--- src/rtl/dac_xfer_pkg.sv ---
`default_nettype none
// +-----------------------------------------------------------------------+
// | dac_xfer_pkg : shared constants and helpers for the DAC transfer hold |
// | Rev 1.0                                                               |
// +-----------------------------------------------------------------------+
package dac_xfer_pkg;

    localparam int SWIDTH_DEF    = 16;
    localparam int NSAMP_DEF     = 8;
    localparam int MAX_LOG2R_DEF = 3;

    localparam logic [1:0] MODE_X1 = 2'd0;
    localparam logic [1:0] MODE_X2 = 2'd1;
    localparam logic [1:0] MODE_X4 = 2'd2;
    localparam logic [1:0] MODE_X8 = 2'd3;

    function automatic logic [1:0] clamp_mode(input logic [1:0] mode, input int max_log2r);
        if (int'(mode) > max_log2r) begin
            return 2'(max_log2r);
        end
        return mode;
    endfunction

endpackage
`default_nettype wire

--- src/rtl/dac_hold_expand.sv ---
`default_nettype none
// +-----------------------------------------------------------------------+
// | dac_hold_expand : combinational zero-order-hold beat expansion        |
// | Rev 1.0                                                               |
// +-----------------------------------------------------------------------+
module dac_hold_expand #(
    parameter int SWIDTH = 16,
    parameter int NSAMP  = 8,
    parameter int PW     = 3
) (
    input  logic [SWIDTH*NSAMP-1:0] hold_data,
    input  logic [PW-1:0]           phase,
    input  logic [1:0]              ratio_log2,
    output logic [SWIDTH*NSAMP-1:0] beat
);

    for (genvar j = 0; j < NSAMP; j++) begin : g_slot
        logic [31:0]       w_src;
        logic [SWIDTH-1:0] w_sample;

        // Output slot j of this phase is position (phase*NSAMP + j) of the repeated stream
        always_comb begin
            w_src    = ((32'(phase) * 32'(NSAMP)) + 32'(j)) >> ratio_log2;
            w_sample = '0;
            for (int k = 0; k < NSAMP; k++) begin
                if (w_src == 32'(k)) begin
                    w_sample = hold_data[k*SWIDTH +: SWIDTH];
                end
            end
        end

        assign beat[j*SWIDTH +: SWIDTH] = w_sample;
    end

endmodule
`default_nettype wire

--- src/rtl/dac_xfer_hold.sv ---
`default_nettype none
// +-----------------------------------------------------------------------+
// | dac_xfer_hold : AXI4-Stream to DAC transfer with x1/x2/x4/x8 hold.    |
// | Optional underflow counter: define DAC_XFER_HOLD_UFCNT_EN.            |
// | Rev 1.0                                                               |
// +-----------------------------------------------------------------------+
module dac_xfer_hold
    import dac_xfer_pkg::*;
#(
    parameter int SWIDTH    = SWIDTH_DEF,
    parameter int NSAMP     = NSAMP_DEF,
    parameter int MAX_LOG2R = MAX_LOG2R_DEF
) (
    input  logic                     aclk,
    input  logic                     aresetn,
    input  logic [1:0]               mode,
    input  logic [SWIDTH*NSAMP-1:0]  s_axis_tdata,
    input  logic                     s_axis_tvalid,
    output logic                     s_axis_tready,
    output logic [SWIDTH*NSAMP-1:0]  m_axis_tdata,
    output logic                     m_axis_tvalid,
    input  logic                     m_axis_tready,
    output logic                     underflow
`ifdef DAC_XFER_HOLD_UFCNT_EN
    ,
    input  logic                     clear_count,
    output logic [31:0]              underflow_count
`endif
);

    localparam int BW = SWIDTH * NSAMP;
    localparam int PW = (MAX_LOG2R > 0) ? MAX_LOG2R : 1;

    logic [BW-1:0] hold_q, hold_d;
    logic          hold_valid_q, hold_valid_d;
    logic [1:0]    r_q, r_d;
    logic [PW-1:0] phase_q, phase_d;
    logic          started_q, started_d;
    logic [BW-1:0] tdata_q, tdata_d;
    logic          tvalid_q, tvalid_d;
    logic          underflow_q, underflow_d;

    logic          w_adv;
    logic          w_acc;
    logic          w_last;
    logic [PW-1:0] w_phase_max;
    logic [BW-1:0] w_expanded;

    assign w_phase_max   = PW'((32'd1 << r_q) - 32'd1);
    assign w_last        = (phase_q == w_phase_max);
    assign w_adv         = !tvalid_q || m_axis_tready;
    assign s_axis_tready = !hold_valid_q || (w_adv && w_last);
    assign w_acc         = s_axis_tvalid && s_axis_tready;

    dac_hold_expand #(
        .SWIDTH (SWIDTH),
        .NSAMP  (NSAMP),
        .PW     (PW)
    ) u_expand (
        .hold_data  (hold_q),
        .phase      (phase_q),
        .ratio_log2 (r_q),
        .beat       (w_expanded)
    );

    always_comb begin
        hold_d       = hold_q;
        hold_valid_d = hold_valid_q;
        r_d          = r_q;
        phase_d      = phase_q;
        started_d    = started_q;
        tdata_d      = tdata_q;
        tvalid_d     = tvalid_q;
        underflow_d  = 1'b0;

        if (w_adv) begin
            if (hold_valid_q) begin
                tdata_d  = w_expanded;
                tvalid_d = 1'b1;
                if (w_last) begin
                    hold_valid_d = 1'b0;
                    phase_d      = '0;
                end else begin
                    phase_d = phase_q + PW'(1);
                end
            end else if (started_q) begin
                tdata_d     = '0;
                tvalid_d    = 1'b1;
                underflow_d = 1'b1;
            end else begin
                tvalid_d = 1'b0;
            end
        end

        // A load may coincide with draining the last phase; the new beat wins the hold register
        if (w_acc) begin
            hold_d       = s_axis_tdata;
            hold_valid_d = 1'b1;
            phase_d      = '0;
            r_d          = clamp_mode(mode, MAX_LOG2R);
            started_d    = 1'b1;
        end
    end

`ifdef DAC_XFER_HOLD_UFCNT_EN
    logic [31:0] ufcnt_q, ufcnt_d;

    always_comb begin
        ufcnt_d = ufcnt_q;
        if (clear_count) begin
            ufcnt_d = '0;
        end else if (underflow_d && (ufcnt_q != 32'hFFFF_FFFF)) begin
            ufcnt_d = ufcnt_q + 32'd1;
        end
    end

    assign underflow_count = ufcnt_q;
`endif

    always_ff @(posedge aclk) begin
        if (!aresetn) begin
            hold_q       <= '0;
            hold_valid_q <= 1'b0;
            r_q          <= MODE_X1;
            phase_q      <= '0;
            started_q    <= 1'b0;
            tdata_q      <= '0;
            tvalid_q     <= 1'b0;
            underflow_q  <= 1'b0;
`ifdef DAC_XFER_HOLD_UFCNT_EN
            ufcnt_q      <= '0;
`endif
        end else begin
            hold_q       <= hold_d;
            hold_valid_q <= hold_valid_d;
            r_q          <= r_d;
            phase_q      <= phase_d;
            started_q    <= started_d;
            tdata_q      <= tdata_d;
            tvalid_q     <= tvalid_d;
            underflow_q  <= underflow_d;
`ifdef DAC_XFER_HOLD_UFCNT_EN
            ufcnt_q      <= ufcnt_d;
`endif
        end
    end

    assign m_axis_tdata  = tdata_q;
    assign m_axis_tvalid = tvalid_q;
    assign underflow     = underflow_q;

endmodule
`default_nettype wire

--- config.mk ---
export PLATFORM = sky130hd
export DESIGN_NAME = dac_xfer_hold
export DESIGN_NICKNAME = d
export VERILOG_FILES = /design/src/rtl/dac_xfer_pkg.sv /design/src/rtl/dac_hold_expand.sv /design/src/rtl/dac_xfer_hold.sv
export SDC_FILE = /design/constraint.sdc
export NUM_CORES = 1
export LEC_CHECK = 0
export ABC_AREA = 1
export CAP_MARGIN = 25
export CORE_ASPECT_RATIO = 1.5
export CORE_MARGIN = 8
export CORE_UTILIZATION = 58
export CTS_CLUSTER_SIZE = 20
export DETAILED_ROUTE_END_ITERATION = 12
export GPL_TIMING_DRIVEN = 1
export PLACE_DENSITY_LB_ADDON = 0.05
export REMOVE_ABC_BUFFERS = 1
export SLEW_MARGIN = 20
export SYNTH_ARGS = -nofsm -noshare
export SYNTH_HDL_FRONTEND = slang
export SYNTH_SLANG_ARGS = --single-unit
--- constraint.sdc ---
create_clock -name aclk -period 3.3 [get_ports aclk]
set_input_delay 0.66 -clock aclk [delete_from_list [all_inputs] [get_ports aclk]]
set_output_delay 0.66 -clock aclk [all_outputs]
set_load 0.01 [all_outputs]
==> summary.md, run 1 <==
| Metric | Value |
|---|---|
| Routed vias | 18,510 |
| Vias in the first global route | 17,926 |
| First-pass GRT wire length | 94,300 µm |
| Post-synthesis register bit count | 265 |
| Area growth syn-to-layout | 25.4% |
| Final slew viol count | 0 |
| All-Layer GR Usage | 0.373 |
| Synth cell types | 45 |
| R2R setup slack | 290 ps |
| Multi-input logic area | 8610 µm² |
| Share of layout cells above drive strength 1 | 0.0730 |
| DR DRC count | 0 |
| Rel. slew slack | 0.431 |
| CTS clk-pin slew, worst paths | 70 ps |
| Final min period | 3160 ps |
| Post-CTS Setup Bufs | 0 |
| Hold Path Origin | m_axis_tdata[127] |
| Most common cell after layout, fill and taps aside | nand2_1 |
| Die Area | 32,000 µm² |
| Reg power frac | 0.374 |
| Uppermost layer routed | met4 |
| Critical path class | reg2out |
| FP Rows | 73 |
| Dominant synthesized flop cell | dfxtp_1 |
| # Max-Cap Violations | 0 |
| Detailed Route WL | 62,100 µm |
| Worst hold stages | 2 |
| Core area | 26,300 µm² |
| Worst-Skew Late Latency | 550 ps |
| Post-synth EDFFs | 0 |
| Layout Nets | 2,831 |
| Met1 wire length | 21,700 µm |
| DRT iter0 DRCs | 2,010 |
| Post-CTS Hold Fix Bufs | 0 |
| Hold/Removal Path Class | reg2reg |
| Reg-to-reg endpoint | m_axis_tdata[42] |
| FF-to-FF Start | r_q[1] |
| DR vias/cell | 6.07 |
| Seq. cell area | 5310 µm² |
| Initial antenna violation count | 0 |
| Psw | 0.00339 W |
| Worst Skew | 10.1 ps |
| Starting Density | 0.583 |
| Pre-CTS setup slack | 284 ps |
| Cell Int Power | 0.00647 W |
| Syn Area/Cell | 6.19 µm² |
| WL met3 | 6430 µm |
| HPWL after detailed placement | 41,900 µm |
| Synthesized instance count | 2,479 |
| VDD IR-drop max | 0.610 mV |
| H-tree levels | 1 |
| Placer Congestion | 0.957 |
| Final Cycle Share | 0.958 |
| Worst setup margin | 140 ps |
| Post-route ant nets | 0 |
| WHS | 462 ps |
| Asr flop ratio synth | 0 |
| Final hold viol count | 0 |
| Hold Path End | m_axis_tdata[127] |
| DR pass1 iterations | 9 |
| Final setup viols | 0 |
| CTS tree | yes |
| Req. time, crit path | 2640 ps |
| Met2 wire length | 28,800 µm |
| Total power | 0.00986 W |
| Worst Setup End Kind | primary output |
| Outcome | completed |
| Clock network fraction of total power | 0.330 |
| Clock tree buffer depth | 3 |
| WP data arrival | 2500 ps |
| Post-Layout Inst Area | 19,200 µm² |
| Combinational Power Share | 0.296 |
| DR WL/cell | 20.4 µm |
| Slew of the pin with the lowest slew margin | 852 ps |
| Fmax | 316 MHz |
| # clock sinks | 265 |
| Clk Tree Root Cell | clkbuf_16 |
| Pwr Density | 512 nW/µm² |
| Maximum fanout along the worst path | 9 |
| I/O pin count | 265 |
| Ant diodes | 0 |
| R2R cell count | 11 |
| Buffers added on ports | 264 |
| Most frequent cells in the layout | nand2_1, a21oi_1, clkdlybuf4s50_1 |
| Sw Ratio | 0.343 |
| Die Ht | 215 µm |
| Die W | 149 µm |
| Register area share after synthesis | 0.346 |
| Largest net degree at the start of global routing | 130 |
| Mapped Area | 15,300 µm² |
| Overflow after GRT | 0 |
| Synthesis warning total | 0 |
| Lkg Pwr | 8.60 nW |
| Filler cells | 2,213 |
| CP Launch Type | flip-flop |
| DP Area | 18,300 µm² |
| RSZ-0062 raised after global routing | no |
| Cts bufs inserted | 26 |
worst max path at each step:
stage | start | end | cells after the start
floorplan | hold_valid_q | m_axis_tdata[75] | 3
global placement | r_q[0] | m_axis_tdata[111] | 16
detailed placement | r_q[0] | m_axis_tdata[3] | 11
CTS | phase_q[0] | s_axis_tready | 9
global route | r_q[0] | s_axis_tready | 10
finish | r_q[0] | s_axis_tready | 10
area by class of cell:
type                    instances  area share
multi-input cells            1885       0.448
flip-flops and latches        265       0.276
repair buffers                332       0.170
clock buffers                  36      0.0384
inverters                     186      0.0370
well taps                     337      0.0219
clock inverters                 9     0.00884
cells in the mapped netlist (25+ instances only):
| cell type | instances | area [µm²] |
|---|---|---|
| a21oi_1 | 295 | 1480 |
| buf_2 | 32 | 160 |
| clkbuf_1 | 77 | 289 |
| dfxtp_1 | 265 | 5310 |
| inv_1 | 167 | 627 |
| nand2_1 | 864 | 3240 |
| nand3_1 | 152 | 761 |
| nand4_1 | 47 | 294 |
| nor2_1 | 173 | 649 |
| o21ai_0 | 188 | 941 |
| o21ai_1 | 39 | 195 |
| o22ai_1 | 25 | 156 |
per-layer routing:
metal  up-vias  global-route usage
met2      1249               0.620
met5         -                   0
met3       376              0.0568
li1       8515                   -
met1      8370               0.422
met4         0               0.282
critical path, stage by stage, from the launching register on:
cell and delay, ps:
dfxtp_4 400, inv_6 80, nor2_2 60, inv_2 90, nand2_2 70, nand2_4 130, nand2_4 90, inv_4 140
nand2_4 120, o21ai_4 190, clkdlybuf4s50_1 570
metrics by stage:
stage	utilization	instances	TNS, ps
global placement	0.697	3005	0
CTS	0.731	3050	0
floorplan	-	2336	-798350
detailed placement	0.697	3005	0
finish	0.731	3050	0
global route	0.731	3050	0
kinds of logic after synthesis:
kind of cell	after synthesis	synth area share
fa+ha+maj	1	0.000815
buf+inv	329	0.0949
xor+xnor	1	0.000571
compound gates	586	0.201
flops	265	0.346
simple gates	1297	0.356
power by group through the flow:
stage / Combinational, W / Clock [W] / Sequential, W
CTS: 0.00284 / 0.00325 / 0.00368
global placement: 0.00277 / 0 / 0.00374
floorplan: 0.00155 / 0 / 0.00376
global route: 0.00315 / 0.00337 / 0.00372
detailed placement: 0.00281 / 0 / 0.00375
finish: 0.00292 / 0.00325 / 0.00369
repair_timing:
item                       CTS  global route
resized for setup            1             3
pin swaps                    0             0
setup endpoints to repair    1             1
registers in the layout, indices dropped and copies added, names as in the netlist:
name and flops:
m_axis_tvalid 1, started_q 1, phase_q 3, r_q 2
hold_q 128, m_axis_tdata 128, hold_valid_q 1, underflow 1
Power figures use the tool's default switching activity.
==> run 2, diff against run 1 <==
--- a/config.mk
+++ b/config.mk
@@ -9,7 +9,7 @@
 export CAP_MARGIN = 25
 export CORE_ASPECT_RATIO = 1.5
 export CORE_MARGIN = 8
-export CORE_UTILIZATION = 58
+export CORE_UTILIZATION = 59
 export CTS_CLUSTER_SIZE = 20
 export DETAILED_ROUTE_END_ITERATION = 12
 export GPL_TIMING_DRIVEN = 1
@@ -18,4 +18,5 @@
 export SLEW_MARGIN = 20
 export SYNTH_ARGS = -nofsm -noshare
 export SYNTH_HDL_FRONTEND = slang
+export SYNTH_HIERARCHICAL = 1
 export SYNTH_SLANG_ARGS = --single-unit
==> run 2 against run 1 <==
Effect of this change: global-route usage down 0.17 points; maximum frequency grew 2.7%; die area rose by 2.6%; highest routed layer unchanged; critical path type unchanged; sequential share of layout area shrank 0.70 points; utilization fell by 0.19 points; cell area increased by 2.5%.
==> summary.md, run 2 <==
| Metric | Value |
|---|---|
| DR WL/cell | 19.8 µm (was 20.4 µm) |
| Count leader, synth | nand2_1 (unchanged) |
| HPWL after detailed placement | 42,000 µm (was 41,900 µm) |
| # Max-Cap Violations | 0 (unchanged) |
| Asr flop ratio synth | 0 (unchanged) |
| Lkg Pwr | 8.92 nW (was 8.60 nW) |
| Final hold viol count | 0 (unchanged) |
| Layout Nets | 2,962 (was 2,831) |
| Synth top area share | 0.330 (was 0.346) |
| R2R setup slack | 310 ps (was 290 ps) |
| CP top delay family | flip-flops (was buffers and inverters) |
| Slew of the pin with the lowest slew margin | 1040 ps (was 852 ps) |
| Critical path class | reg2out (unchanged) |
| FP Rows | 74 (was 73) |
| RSZ-0062 raised after global routing | no (unchanged) |
| Placer Congestion | 0.950 (was 0.957) |
| Maximum fanout along the worst path | 12 (was 9) |
| Hold/Removal Path Class | reg2reg (unchanged) |
| Post-Layout Cell Count | 3,186 (was 3,050) |
| # clock sinks | 265 (unchanged) |
| First-pass GRT wire length | 97,500 µm (was 94,300 µm) |
| Worst Setup End Kind | primary output (unchanged) |
| Register area share after synthesis | 0.330 (was 0.346) |
| Post-route ant nets | 0 (unchanged) |
| Syn Area/Cell | 6.09 µm² (was 6.19 µm²) |
| Dominant synthesized flop cell | dfxtp_1 (unchanged) |
| Synth top area cells | dfxtp_1, nand2_1, nand3_1 (was dfxtp_1, nand2_1, a21oi_1) |
| I/O pin count | 265 (unchanged) |
| WP data arrival | 2420 ps (was 2500 ps) |
| Final setup viols | 0 (unchanged) |
| CTS resizes | 0 (was 1) |
| Critical Path Max Stage Delay | 590 ps (was 570 ps) |
| Synthesis warning total | 6 (was 0) |
| All-Layer GR Usage | 0.371 (was 0.373) |
| CTS clk-pin slew, worst paths | 70 ps (about the same) |
| Core area | 27,000 µm² (was 26,300 µm²) |
| Overflow after GRT | 0 (unchanged) |
| Rel. slew slack | 0.309 (was 0.431) |
| CP max-delay cell | dfxtp_1 (was clkdlybuf4s50_1) |
| Final slew viol count | 0 (unchanged) |
| WHS | 461 ps (was 462 ps) |
| Post-CTS Hold Fix Bufs | 0 (unchanged) |
| Largest net degree at the start of global routing | 153 (was 130) |
| Post-synth EDFFs | 0 (unchanged) |
| Buffer and inverter count on the worst path | 1 (was 4) |
| DR vias/cell | 6.18 (was 6.07) |
| Die Ht | 218 µm (was 215 µm) |
| Fmax | 325 MHz (was 316 MHz) |
| Area growth syn-to-layout | 22.9% (was 25.4%) |
| Share of layout cells above drive strength 1 | 0.0591 (was 0.0730) |
| Most frequent cells after synthesis | nand2_1, nand3_1, nor2_1 (was nand2_1, a21oi_1, dfxtp_1) |
| Synthesized instance count | 2,638 (was 2,479) |
| Worst Skew | 12.2 ps (was 10.1 ps) |
| Outcome | completed (unchanged) |
| Final min period | 3080 ps (was 3160 ps) |
| Post-CTS Setup Bufs | 0 (unchanged) |
| Die W | 151 µm (was 149 µm) |
| Routed vias | 19,691 (was 18,510) |
| Pwr Density | 465 nW/µm² (was 512 nW/µm²) |
| Post-synthesis register bit count | 265 (unchanged) |
| CTS tree | yes (unchanged) |
| Initial antenna violation count | 0 (unchanged) |
| Most common cell after layout, fill and taps aside | nand2_1 (unchanged) |
| Worst-Skew Late Latency | 560 ps (was 550 ps) |
| VDD IR-drop max | 0.423 mV (was 0.610 mV) |
| Cts bufs inserted | 25 (was 26) |
| Worst path cell trace | o21ai_0 > nand2_1 > nand4_1 > nand2_8 > clkdlybuf4s50_1 (was inv_6 > nor2_2 > inv_2 > nand2_2 > nand2_4 > nand2_4 > inv_4 > nand2_4 > o21ai_4 > clkdlybuf4s50_1) |
| Ant diodes | 0 (unchanged) |
| Detailed Route WL | 62,900 µm (was 62,100 µm) |
| DR DRC count | 0 (unchanged) |
| Synth cell types | 38 (was 45) |
| Buffers added on ports | 264 (unchanged) |
| Filler cells | 2,244 (was 2,213) |
| Final Cycle Share | 0.932 (was 0.958) |
| DR pass1 iterations | 7 (was 9) |
| Worst setup margin | 224 ps (was 140 ps) |
| H-tree levels | 1 (unchanged) |
| Req. time, crit path | 2640 ps (about the same) |
| Clock tree buffer depth | 3 (unchanged) |
| Synth area leader | dfxtp_1 (unchanged) |
| DRT iter0 DRCs | 2,247 (was 2,010) |
| Vias in the first global route | 19,111 (was 17,926) |
| Number of instances in the placed design | 3,142 (was 3,005) |
| Clk Tree Root Cell | clkbuf_16 (unchanged) |
| Mapped Area | 16,100 µm² (was 15,300 µm²) |
| Pre-CTS setup slack | 196 ps (was 284 ps) |
| CP Launch Type | flip-flop (unchanged) |
| Starting Density | 0.594 (was 0.583) |
| Most frequent cells in the layout | nand2_1, nand3_1, nor2_1 (was nand2_1, a21oi_1, clkdlybuf4s50_1) |
| Die Area | 32,900 µm² (was 32,000 µm²) |
-- run 2: worst register-to-register path, delay by kind of cell, from the launching register on --
family	cells	cell delay (ps)
buf+inv	2	880
compound gates	1	150
simple gates	9	1310
flops	1	590
-- run 2: layout make-up --
cell class                 instances  area, µm²  share of cell area
clock buffer                      34        699              0.0355
clock inverter                    10        111             0.00565
inverter                         256        968              0.0491
multi-input combinational       1946       8920               0.452
sequential                       265       5310               0.269
tap                              342        428              0.0217
timing repair buffer             333       3290               0.167
-- run 2: path summary, 6_finish.rpt --
check	start	cells after the start	endpoint
worst min-delay path	m_axis_tdata[12]	2	m_axis_tdata[12]
worst max-delay path	r_q[1]	5	s_axis_tready
worst min register to register	m_axis_tdata[12]	2	m_axis_tdata[12]
worst max register to register	r_q[1]	12	m_axis_tdata[91]
-- run 2: logic make-up after synthesis --
group,count (synthesis),share of synthesized area
AOI/OAI and AO/OA,260,0.0832
xor gates and xnor gates,2,0.00109
adders and majority gates,1,0.000779
buffers and inverters,427,0.116
DFF,265,0.330
and+or+nand+nor,1683,0.468
-- run 2: through the flow --
step / util / TNS, ps / instance area [µm²] / power [W]
after floorplan: - / -341470 / 15200 / 0.00503
after global placement: 0.699 / 0 / 18900 / 0.00613
after detailed placement: 0.700 / 0 / 18900 / 0.00618
after CTS: 0.730 / 0 / 19700 / 0.00909
final: 0.730 / 0 / 19700 / 0.00918
after global routing: 0.730 / 0 / 19700 / 0.00950
-- run 2: metal layers --
metal | wire [µm] | GRT usage
met2 | 28500 | 0.607
met1 | 22200 | 0.422
met4 | 5320 | 0.274
met3 | 6870 | 0.0731
met5 | 0 | 0
-- run 2: where the power goes --
| group | total, W | internal (W) | switching [W] |
|---|---|---|---|
| Sequential | 0.00369 | 0.00343 | 0.000256 |
| Clock | 0.00296 | 0.00164 | 0.00132 |
| Combinational | 0.00253 | 0.000904 | 0.00163 |
| Total | 0.00918 | 0.00598 | 0.00320 |
